`src/rtl/cpu_wb_arbiter_if.sv`:
```
// cpu_wb_arbiter_if: valid/ready write-back request channel from one result producer (EX or LSU).
// Widths fall back to the core defaults when cpu_define.v has not already set them.
`ifndef CPU_XLEN
`define CPU_XLEN 32
`endif
`ifndef CPU_GREGIDX_WIDTH
`define CPU_GREGIDX_WIDTH 5
`endif
`ifndef CPU_GREG_COUNT
`define CPU_GREG_COUNT 32
`endif
interface cpu_wb_arbiter_if;
   logic                          valid;
   logic [`CPU_GREGIDX_WIDTH-1:0] idx;
   logic [`CPU_XLEN-1:0]          dat;
   logic                          ready;
   modport master (output valid, idx, dat, input ready);
   modport slave (input valid, idx, dat, output ready);
endinterface

```
`src/rtl/cpu_wb_arbiter.sv`:
```
// cpu_wb_arbiter: shares the register file write port between EX and LSU and tracks pending writes.
// Macro CPU_WB_RR_EN selects round-robin arbitration; otherwise LSU has fixed priority over EX.
`ifndef CPU_XLEN
`define CPU_XLEN 32
`endif
`ifndef CPU_GREGIDX_WIDTH
`define CPU_GREGIDX_WIDTH 5
`endif
`ifndef CPU_GREG_COUNT
`define CPU_GREG_COUNT 32
`endif
module cpu_wb_arbiter (
   input  logic                          clk,
   input  logic                          rst,
   cpu_wb_arbiter_if.slave               ex,
   cpu_wb_arbiter_if.slave               lsu,
   input  logic                          sb_set,
   input  logic [`CPU_GREGIDX_WIDTH-1:0] sb_set_idx,
   input  logic [`CPU_GREGIDX_WIDTH-1:0] rs1_qidx,
   input  logic [`CPU_GREGIDX_WIDTH-1:0] rs2_qidx,
   output logic                          rs1_busy,
   output logic                          rs2_busy,
   output logic                          rd_wen,
   output logic [`CPU_GREGIDX_WIDTH-1:0] rd_idx,
   output logic [`CPU_XLEN-1:0]          rd_dat
);
   localparam int N = `CPU_GREG_COUNT;
   logic                          ex_gnt;
   logic                          lsu_gnt;
   logic                          gnt;
   logic [`CPU_GREGIDX_WIDTH-1:0] gnt_idx;
   logic [`CPU_XLEN-1:0]          gnt_dat;
   logic [N-1:0]                  busy;
   logic [N-1:0]                  set_mask;
   logic [N-1:0]                  clr_mask;
`ifdef CPU_WB_RR_EN
   logic last_ex;
   always_ff @(posedge clk)
      if (rst) last_ex <= 1'b0;
      else if (gnt) last_ex <= ex_gnt;
   always_comb ex_gnt = !rst && ex.valid && (!lsu.valid || !last_ex);
`else
   always_comb ex_gnt = !rst && ex.valid && !lsu.valid;
`endif
   always_comb begin
      lsu_gnt   = !rst && lsu.valid && !ex_gnt;
      gnt       = ex_gnt || lsu_gnt;
      gnt_idx   = ex_gnt ? ex.idx : lsu.idx;
      gnt_dat   = ex_gnt ? ex.dat : lsu.dat;
      ex.ready  = ex_gnt;
      lsu.ready = lsu_gnt;
      set_mask  = sb_set ? N'(1) << sb_set_idx : '0;
      clr_mask  = rd_wen ? N'(1) << rd_idx : '0;
      rs1_busy  = busy[rs1_qidx];
      rs2_busy  = busy[rs2_qidx];
   end
   always_ff @(posedge clk)
      if (rst) begin
         rd_wen <= 1'b0;
         rd_idx <= '0;
         rd_dat <= '0;
      end else begin
         rd_wen <= gnt && gnt_idx != '0;
         if (gnt) begin
            rd_idx <= gnt_idx;
            rd_dat <= gnt_dat;
         end
      end
   // set is applied after clear so a newly issued producer keeps the register pending
   always_ff @(posedge clk)
      if (rst) busy <= '0;
      else busy <= ((busy & ~clr_mask) | set_mask) & ~N'(1);
endmodule

```
`src/flat_wrapper.sv`:
```
// flat-port wrapper written by rule: the top's interface ports become plain ports
module cpu_wb_arbiter_flat 
  (clk, rst, sb_set, sb_set_idx, rs1_qidx, rs2_qidx, rs1_busy, rs2_busy, rd_wen, rd_idx, rd_dat, ex_valid, ex_idx, ex_dat, ex_ready, lsu_valid, lsu_idx, lsu_dat, lsu_ready);
  cpu_wb_arbiter_if ex_i ();
  cpu_wb_arbiter_if lsu_i ();
  input  logic clk;
  input  logic rst;
  input  logic sb_set;
  input  logic [`CPU_GREGIDX_WIDTH-1:0] sb_set_idx;
  input  logic [`CPU_GREGIDX_WIDTH-1:0] rs1_qidx;
  input  logic [`CPU_GREGIDX_WIDTH-1:0] rs2_qidx;
  output logic rs1_busy;
  output logic rs2_busy;
  output logic rd_wen;
  output logic [`CPU_GREGIDX_WIDTH-1:0] rd_idx;
  output logic [`CPU_XLEN-1:0] rd_dat;
  input wire logic [$bits(ex_i.valid)-1:0] ex_valid;
  input wire logic [$bits(ex_i.idx)-1:0] ex_idx;
  input wire logic [$bits(ex_i.dat)-1:0] ex_dat;
  output wire logic [$bits(ex_i.ready)-1:0] ex_ready;
  input wire logic [$bits(lsu_i.valid)-1:0] lsu_valid;
  input wire logic [$bits(lsu_i.idx)-1:0] lsu_idx;
  input wire logic [$bits(lsu_i.dat)-1:0] lsu_dat;
  output wire logic [$bits(lsu_i.ready)-1:0] lsu_ready;
  assign ex_i.valid = ex_valid;
  assign ex_i.idx = ex_idx;
  assign ex_i.dat = ex_dat;
  assign ex_ready = ex_i.ready;
  assign lsu_i.valid = lsu_valid;
  assign lsu_i.idx = lsu_idx;
  assign lsu_i.dat = lsu_dat;
  assign lsu_ready = lsu_i.ready;
  cpu_wb_arbiter u_core (.clk(clk), .rst(rst), .ex(ex_i), .lsu(lsu_i), .sb_set(sb_set), .sb_set_idx(sb_set_idx), .rs1_qidx(rs1_qidx), .rs2_qidx(rs2_qidx), .rs1_busy(rs1_busy), .rs2_busy(rs2_busy), .rd_wen(rd_wen), .rd_idx(rd_idx), .rd_dat(rd_dat));
endmodule
```
`config.mk`:
```
export PLATFORM = sky130hd
export DESIGN_NAME = cpu_wb_arbiter_flat
export DESIGN_NICKNAME = d
export VERILOG_FILES = /design/src/rtl/cpu_wb_arbiter_if.sv /design/src/rtl/cpu_wb_arbiter.sv /design/src/flat_wrapper.sv
export SDC_FILE = /design/constraint.sdc
export NUM_CORES = 1
export LEC_CHECK = 0
export CORE_AREA = 2 2 98 100
export DETAILED_ROUTE_END_ITERATION = 10
export DIE_AREA = 0 0 100 102
export PLACE_DENSITY_LB_ADDON = 0.25
export SYNTH_ARGS = -nofsm -noshare
export SYNTH_HDL_FRONTEND = slang
export SYNTH_SLANG_ARGS = --single-unit
```
`constraint.sdc`:
```
create_clock -name clk -period 1.33 [get_ports clk]
set_input_delay 0.1995 -clock clk [delete_from_list [all_inputs] [get_ports clk]]
set_output_delay 0.1995 -clock clk [all_outputs]
set_load 0.01 [all_outputs]
```
# Yosys cells after proc, flatten, opt, wreduce, memory -nomap -nowiden
# Index checks and enable logic that the tools add are counted.
[classes]
bitwise_logic = 3
magnitude_cmp = 2
n_reduce_logical = 10
n_shift = 2
muxes = 8
[op_table]
columns = ["operator", "count"]
rows = [
  ["32-bit two-way mux", 3],
  ["1-bit by 5-bit << shifter with 32-bit output, first input constant", 2],
  ["32-bit AND", 1],
  ["32-bit NOT", 1],
  ["32-bit bitwise OR", 1],
  ["5-bit by 6-bit less-than comparator with 1-bit output, second input constant", 2],
  ["1-bit binary-select mux with 5-bit select", 2],
  ["1-bit logical AND", 5],
  ["5-bit two-way mux", 1],
  ["5-bit nonzero test", 1],
  ["1-bit zero test", 3],
  ["1-bit two-way mux", 2],
  ["1-bit logical OR", 1],
]
[word_totals]
regBits = 70
word_cells = 30
out_inout_bits = 42
inputBits = 94

# Depth between registers and ports, before layout
# Gate-level depths: netlist (run 1).
[logic_depth]
depth_word = 7
depth_mapped = 6
mapped_depth_nobuf = 4

# Worst setup path after synthesis (run 1)
# No wires, ideal clock.
[synth_timing]
path_type = "in2out"
startpoint = "input rs1_qidx[0]"
endpoint = "output rs1_busy"
arrival_ps = 1249
n_path_buf = 1
stages = 5
path_slack_ps = -118
required_time_ps = 1131
path_cell_list = "buf_2 mux4_2 nand2b_1 o211ai_1 nand4_1"
[synth_between]
elab_chain_cells = 2
[synth_lines]
columns = ["element", "line", "text"]
rows = [
  ["start, declared", "flat_wrapper.sv:10", "input logic [`CPU_GREGIDX_WIDTH-1:0] rs1_qidx;"],
  ["1-bit binary-select mux with 5-bit select", "cpu_wb_arbiter.sv:54", "rs1_busy = busy[rs1_qidx];"],
  ["1-bit two-way mux (not written as such)", "cpu_wb_arbiter.sv:54", ""],
  ["end, declared", "flat_wrapper.sv:12", "output logic rs1_busy;"],
]
# No other way between the ends. The select of a mux whose other input is x is not followed.

# Worst setup path after layout (run 1)
[layout_timing]
startpoint = "register u_core.busy[7]"
endpoint = "output rs1_busy"
[layout_between]
elab_chain_cells = 2
[layout_lines]
columns = ["element", "line", "text"]
rows = [
  ["start, declared", "cpu_wb_arbiter.sv:33", "logic [N-1:0] busy;"],
  ["start signal, assigned", "cpu_wb_arbiter.sv:72", "else busy <= ((busy & ~clr_mask) | set_mask) & ~N'(1);"],
  ["1-bit binary-select mux with 5-bit select", "cpu_wb_arbiter.sv:54", ""],
  ["1-bit two-way mux (not written as such)", "cpu_wb_arbiter.sv:54", ""],
]
# No other way between the ends. The select of a mux whose other input is x is not followed.

==> results of run 1 <==
==> kinds of logic (layout without fill, tap and decap cells) <==
| logic type | after synthesis | in the layout | synth area share (%) |
|---|---|---|---|
| multiplexers | 62 | 62 | 19.5 |
| flip-flops | 69 | 69 | 38.8 |
| AO/OA/AOI/OAI | 117 | 117 | 17.5 |
| AND/OR/NAND/NOR | 164 | 164 | 20.1 |
| buffers and inverters | 35 | 191 | 4.14 |
==> layer usage <==
metal  global-route usage [%]  up-vias  wire length (um)  part of all wire (%)
met5                        0        -                 0                     0
met4                     9.91        0               235                   2.1
met3                     7.73       18              1040                   9.4
met2                     37.3      148              5460                    49
met1                     23.4     1671              4320                    39
li1                         -     1857                 -                     -
==> state kept, by name, summed over array words and instances, names as in the netlist <==
register / count
u_core.rd_dat: 32
u_core.busy: 31
u_core.rd_idx: 5
u_core.rd_wen: 1
==> area by class of cell <==
| cell class | instances | area (sq um) | share of cell area [%] |
|---|---|---|---|
| multi-input combinational | 343 | 2090 | 38.1 |
| timing repair buffer | 172 | 1610 | 29.4 |
| sequential | 69 | 1390 | 25.3 |
| tap | 111 | 139 | 2.53 |
| clock buffer | 10 | 138 | 2.51 |
| clock inverter | 6 | 110 | 2.01 |
| inverter | 3 | 11.3 | 0.205 |
==> worst register-to-register path, stage by stage (launching register included) <==
cell,delay [ns]
dfxtp_1,0.37
buf_4,0.15
buf_4,0.11
nand3_1,0.20
o21ai_0,0.23
a21oi_1,0.09
==> final timing paths <==
| path | startpoint | to | cells after the start |
|---|---|---|---|
| worst min register to register | u_core.busy[26] | u_core.busy[26] | 2 |
| worst min-delay path | lsu_valid | u_core.rd_idx[4] | 4 |
| worst max-delay path | u_core.busy[7] | rs1_busy | 5 |
| worst max register to register | u_core.rd_idx[0] | u_core.busy[31] | 5 |
==> power groups by stage <==
stage | combinational, mW | sequential (mW) | clock, mW
final | 1.06 | 2.21 | 2.11
after global routing | 1.16 | 2.22 | 2.23
after CTS | 1.06 | 2.21 | 2.16
after detailed placement | 1.12 | 2.26 | 0
after global placement | 1.10 | 2.25 | 0
after floorplan | 0.461 | 2.28 | 0
==> per-stage QoR <==
stage	power (mW)	util (%)
global route	5.60	60.3
global placement	3.35	57.9
CTS	5.43	60.0
floorplan	2.74	-
finish	5.38	60.3
detailed placement	3.37	57.9
==> Yosys cell counts, types with 2 or more instances <==
| cell type | instances | area, sq um |
|---|---|---|
| o21ai_0 | 31 | 155 |
| nor3_1 | 2 | 10.0 |
| a211oi_1 | 4 | 30.0 |
| nand3_1 | 10 | 50.1 |
| mux2i_1 | 56 | 561 |
| o211ai_1 | 2 | 15.0 |
| nor2_1 | 89 | 334 |
| nand3b_1 | 5 | 37.5 |
| dfxtp_1 | 69 | 1380 |
| inv_1 | 3 | 11.3 |
| nor2b_1 | 6 | 37.5 |
| nand2b_1 | 7 | 43.8 |
| buf_2 | 7 | 35.0 |
| a21oi_1 | 73 | 365 |
| or3b_2 | 2 | 17.5 |
| mux4_2 | 6 | 135 |
| buf_4 | 2 | 15.0 |
| o2111ai_1 | 2 | 17.5 |
| nand2_1 | 37 | 139 |
| a22oi_1 | 4 | 30.0 |
| nand4_1 | 2 | 12.5 |
| clkbuf_1 | 23 | 86.3 |
==> repair_timing <==
action	in CTS	in global routing
resized for setup	54	23
gates cloned	0	0
setup endpoints to repair	43	21
pin swaps	2	6
==> run summary, run 1 <==
outcome -> finished, violations left
failing checks -> negative setup slack
Placement Setup Slack -> -1.06 ns
share of post-route cells with drive strength above 1 -> 13.3%
top_reg_cell synth -> dfxtp_1
yosys warns -> 0
Layout Area Growth over Synthesis -> 54.1%
commonest non-fill, non-tap cells in the layout -> 89 x nor2_1, 87 x clkdlybuf4s50_1, 73 x a21oi_1
clock period minus worst slack -> 1.83 ns
clk sink count -> 69
Worst EP required -> 1.13 ns
Clk Latency, worst-skew pair -> 0.35 ns
# setup viols final -> 2
gr usage total -> 21.4%
VDD IR max -> 0.000635 V
critical path, cell by cell -> mux4_2 > nand2b_4 > o211ai_1 > nand4_1 > buf_2
Non-Filler Instances -> 714
initial antenna violation count -> 0
asr flop ratio synth -> 0%
DRT Wirelength -> 11100 um
antenna fix cells -> 0
TritonCTS Buffers -> 9
#FFs+latches synth -> 69
hold buffers post-CTS -> 0
DR iter-0 viols -> 111
Hold Crit Class -> in -> reg
largest net degree at the start of global routing -> 53
vias per std cell -> 5.17
Ports -> 136
grt ovf -> 0
final setup margin -> -0.496 ns
Peak Freq -> 548 MHz
chip height -> 102 um
DRC Markers -> 0
core area -> 9110 sq um
Final nets -> 692
Detail Route Antenna Nets -> 0
commonest non-fill, non-tap cell in the layout -> nor2_1
crit-path max cell delay -> 0.45 ns
Worst Setup Path Type -> reg -> out
final count of pins violating max slew -> 0
library cells used by synthesis -> 27
total number of vias -> 3694
htree depth -> 3
WL per Instance -> 15.5 um
global-route wire length before repair -> 17200 um
Slowest-stage cell, CP -> mux4_2
post-synthesis sequential area ratio -> 38.8%
Placement Cell Area -> 5270 sq um
TNS Setup -> -0.990 ns
Post-Syn Area per Cell -> 7.97 sq um
unrepaired setup endpoints after global routing -> true
sw power -> 1.34 mW
Initial Utilization -> 39.1%
CTS root buf -> clkbuf_8
syn nets -> 541
buffers added on ports -> 135
placed insts -> 698
Post-DP HPWL -> 8490 um
max-cap viol count -> 0
clk slew on worst S/H paths -> 0.08 ns
switching share of total power -> 24.8%
Fin. Hold Viols -> 0
DRT Pass-1 Iters -> 4
post-route clock skew -> 0.0119 ns
combinational power share -> 19.8%
arrival time worst endpoint -> 1.63 ns
Die Wd -> 100 um
crit path buf inv count -> 1
hold slack -> 0.257 ns
fillers -> 838
vias in the first global route -> 3639
period utilisation layout -> 137%
PD cells -> 980 nW/um^2
number of synthesized flops with an enable pin -> 0
Post-Layout Inst Area -> 5490 sq um
CTS tree -> done
mapped cell area -> 3560 sq um
Gate Count Post-Synth -> 447
CTS Buffer Depth -> 2
# Post-CTS Setup Buffers -> 0
worst-path fanout max -> 3
RePlAce Congestion -> 0.845
Die ar. -> 10200 sq um
startpoint class of the critical path -> flop
Int Power -> 4.04 mW
# rows -> 35
Clk pwr share -> 39.1%
Largest delay share family, worst path -> multiplexers
Leak -> 2.34 nW
Setup crit end kind -> output port
Worst Max-Slew Pin Slew -> 0.463 ns
Flop pwr share -> 41.1%
R2R Setup Slk -> 0.06 ns
Worst slew margin -> 69.1%
(Power assumes the default switching activity.)
==> run 2, diff against run 1 <==
CORE_AREA = 2 2 84 86   (was 2 2 98 100)
DIE_AREA = 0 0 86 88   (was 0 0 100 102)
DONT_BUFFER_PORTS = 1   (was default)
SKIP_CTS_REPAIR_TIMING = 1   (was default)
==> run summary, run 2 (same netlist as run 1, synthesis figures left out) <==
Peak Freq -> 567 MHz
TNS Setup -> -0.864 ns
max reg flops -> 32
Most flops, register -> u_core.rd_dat
Placement Cell Area -> 3650 sq um
Placement Setup Slack -> -0.0866 ns
WL per Instance -> 17.6 um
biggest regs -> u_core.rd_dat (32), u_core.busy (31), u_core.rd_idx (5)
CTS Buffer Depth -> 2
core area -> 6640 sq um
RePlAce Congestion -> 0.832
outcome -> finished, violations left
CTS root buf -> clkbuf_8
Hold Crit Class -> in -> reg
min-delay src -> rst
total power -> 4.58 mW
startpoint class of the critical path -> flop
DRC Markers -> 0
Worst EP required -> 1.13 ns
max-cap viol count -> 0
DR iter-0 viols -> 187
Ports -> 136
unrepaired setup endpoints after global routing -> true
final setup margin -> -0.434 ns
clk sink count -> 69
clock period minus worst slack -> 1.76 ns
Post-Layout Inst Area -> 3880 sq um
gr usage total -> 24.4%
Reg2Reg Depth -> 3
Worst slew margin -> 63.5%
R2R Setup Slk -> 0.09 ns
Die Wd -> 86 um
PD cells -> 1180 nW/um^2
reg2reg start -> u_core.rd_idx[2]
Finished Core Util -> 58.4%
Hold Path Sink -> u_core.rd_dat[8]
share of post-route cells with drive strength above 1 -> 9.95%
clk slew on worst S/H paths -> 0.08 ns
Die ar. -> 7570 sq um
VDD IR max -> 0.000622 V
Setup crit end kind -> output port
commonest non-fill, non-tap cell in the layout -> nor2_1
vias in the first global route -> 2978
chip height -> 88 um
placed insts -> 506
TritonCTS Buffers -> 9
DRT Pass-1 Iters -> 5
global-route wire length before repair -> 14300 um
commonest non-fill, non-tap cells in the layout -> 89 x nor2_1, 73 x a21oi_1, 67 x dfxtp_1
# setup viols final -> 2
Fin. Hold Viols -> 69
Post-DP HPWL -> 6710 um
# rows -> 30
Non-Filler Instances -> 522
failing checks -> negative hold slack, negative setup slack
largest net degree at the start of global routing -> 75
DRT Wirelength -> 9170 um
Worst Max-Slew Pin Slew -> 0.546 ns
Layout Area Growth over Synthesis -> 8.89%
period utilisation layout -> 133%
initial antenna violation count -> 0
Leak -> 1.50 nW
total number of vias -> 3150
vias per std cell -> 6.03
final count of pins violating max slew -> 0
antenna fix cells -> 0
Detail Route Antenna Nets -> 0
Initial Utilization -> 53.6%
Clk Latency, worst-skew pair -> 0.34 ns
CTS tree -> done
Critical R2R Capture -> u_core.busy[25]
hold slack -> -0.0854 ns
buffers added on ports -> 0
arrival time worst endpoint -> 1.56 ns
worst-path fanout max -> 3
post-route clock skew -> 0.00969 ns
Worst Setup Path Type -> reg -> out
Final nets -> 531
grt ovf -> 0
hold depth -> 1
htree depth -> 3
[run 2: cell count changes in the layout (fill, tap and decap cells not counted), moves of 4 or more]
cell,before,now
buf_4,32,11
buf_2,5,0
o21ai_0,15,28
dlygate4sd2_1,41,0
clkdlybuf4s50_1,87,0
o21ai_1,15,3
buf_12,4,0
[run 2: layout make-up]
class                      count  area (sq um)
clock buffer                   9           124
clock inverter                 7          98.8
fill                         618          2770
inverter                       3          11.3
multi-input combinational    343          2080
sequential                    69          1380
tap                           80           100
timing repair buffer          11          82.6
[run 2: worst max path at each step]
stage,from,to
2_1_floorplan,rs1_qidx[0],rs1_busy
3_3_place_gp,u_core.busy[7],rs1_busy
3_5_place_dp,u_core.busy[7],rs1_busy
4_1_cts,u_core.busy[7],rs1_busy
5_1_grt,u_core.busy[7],rs1_busy
6_report,u_core.busy[7],rs2_busy
[run 2: worst max-delay path, cell delays in order, from the launching register on]
cell      delay [ns]
dfxtp_2         0.33
mux4_2          0.45
nand2b_4        0.15
o211ai_1        0.10
nand4_1         0.20
[run 2: power breakdown]
group	switching (mW)	total (mW)	internal, mW
Sequential	0.0932	2.25	2.15
Clock	0.826	1.89	1.06
Combinational	0.214	0.441	0.227
Total	1.13	4.58	3.45
[run 2: metal layers]
| metal | GRT usage [%] | wire length, um | up-vias |
|---|---|---|---|
| met5 | 0 | 0 | - |
| li1 | - | - | 1542 |
| met4 | 11.5 | 209 | 0 |
| met2 | 40.9 | 4480 | 138 |
| met3 | 6.50 | 740 | 21 |
| met1 | 29.2 | 3740 | 1449 |
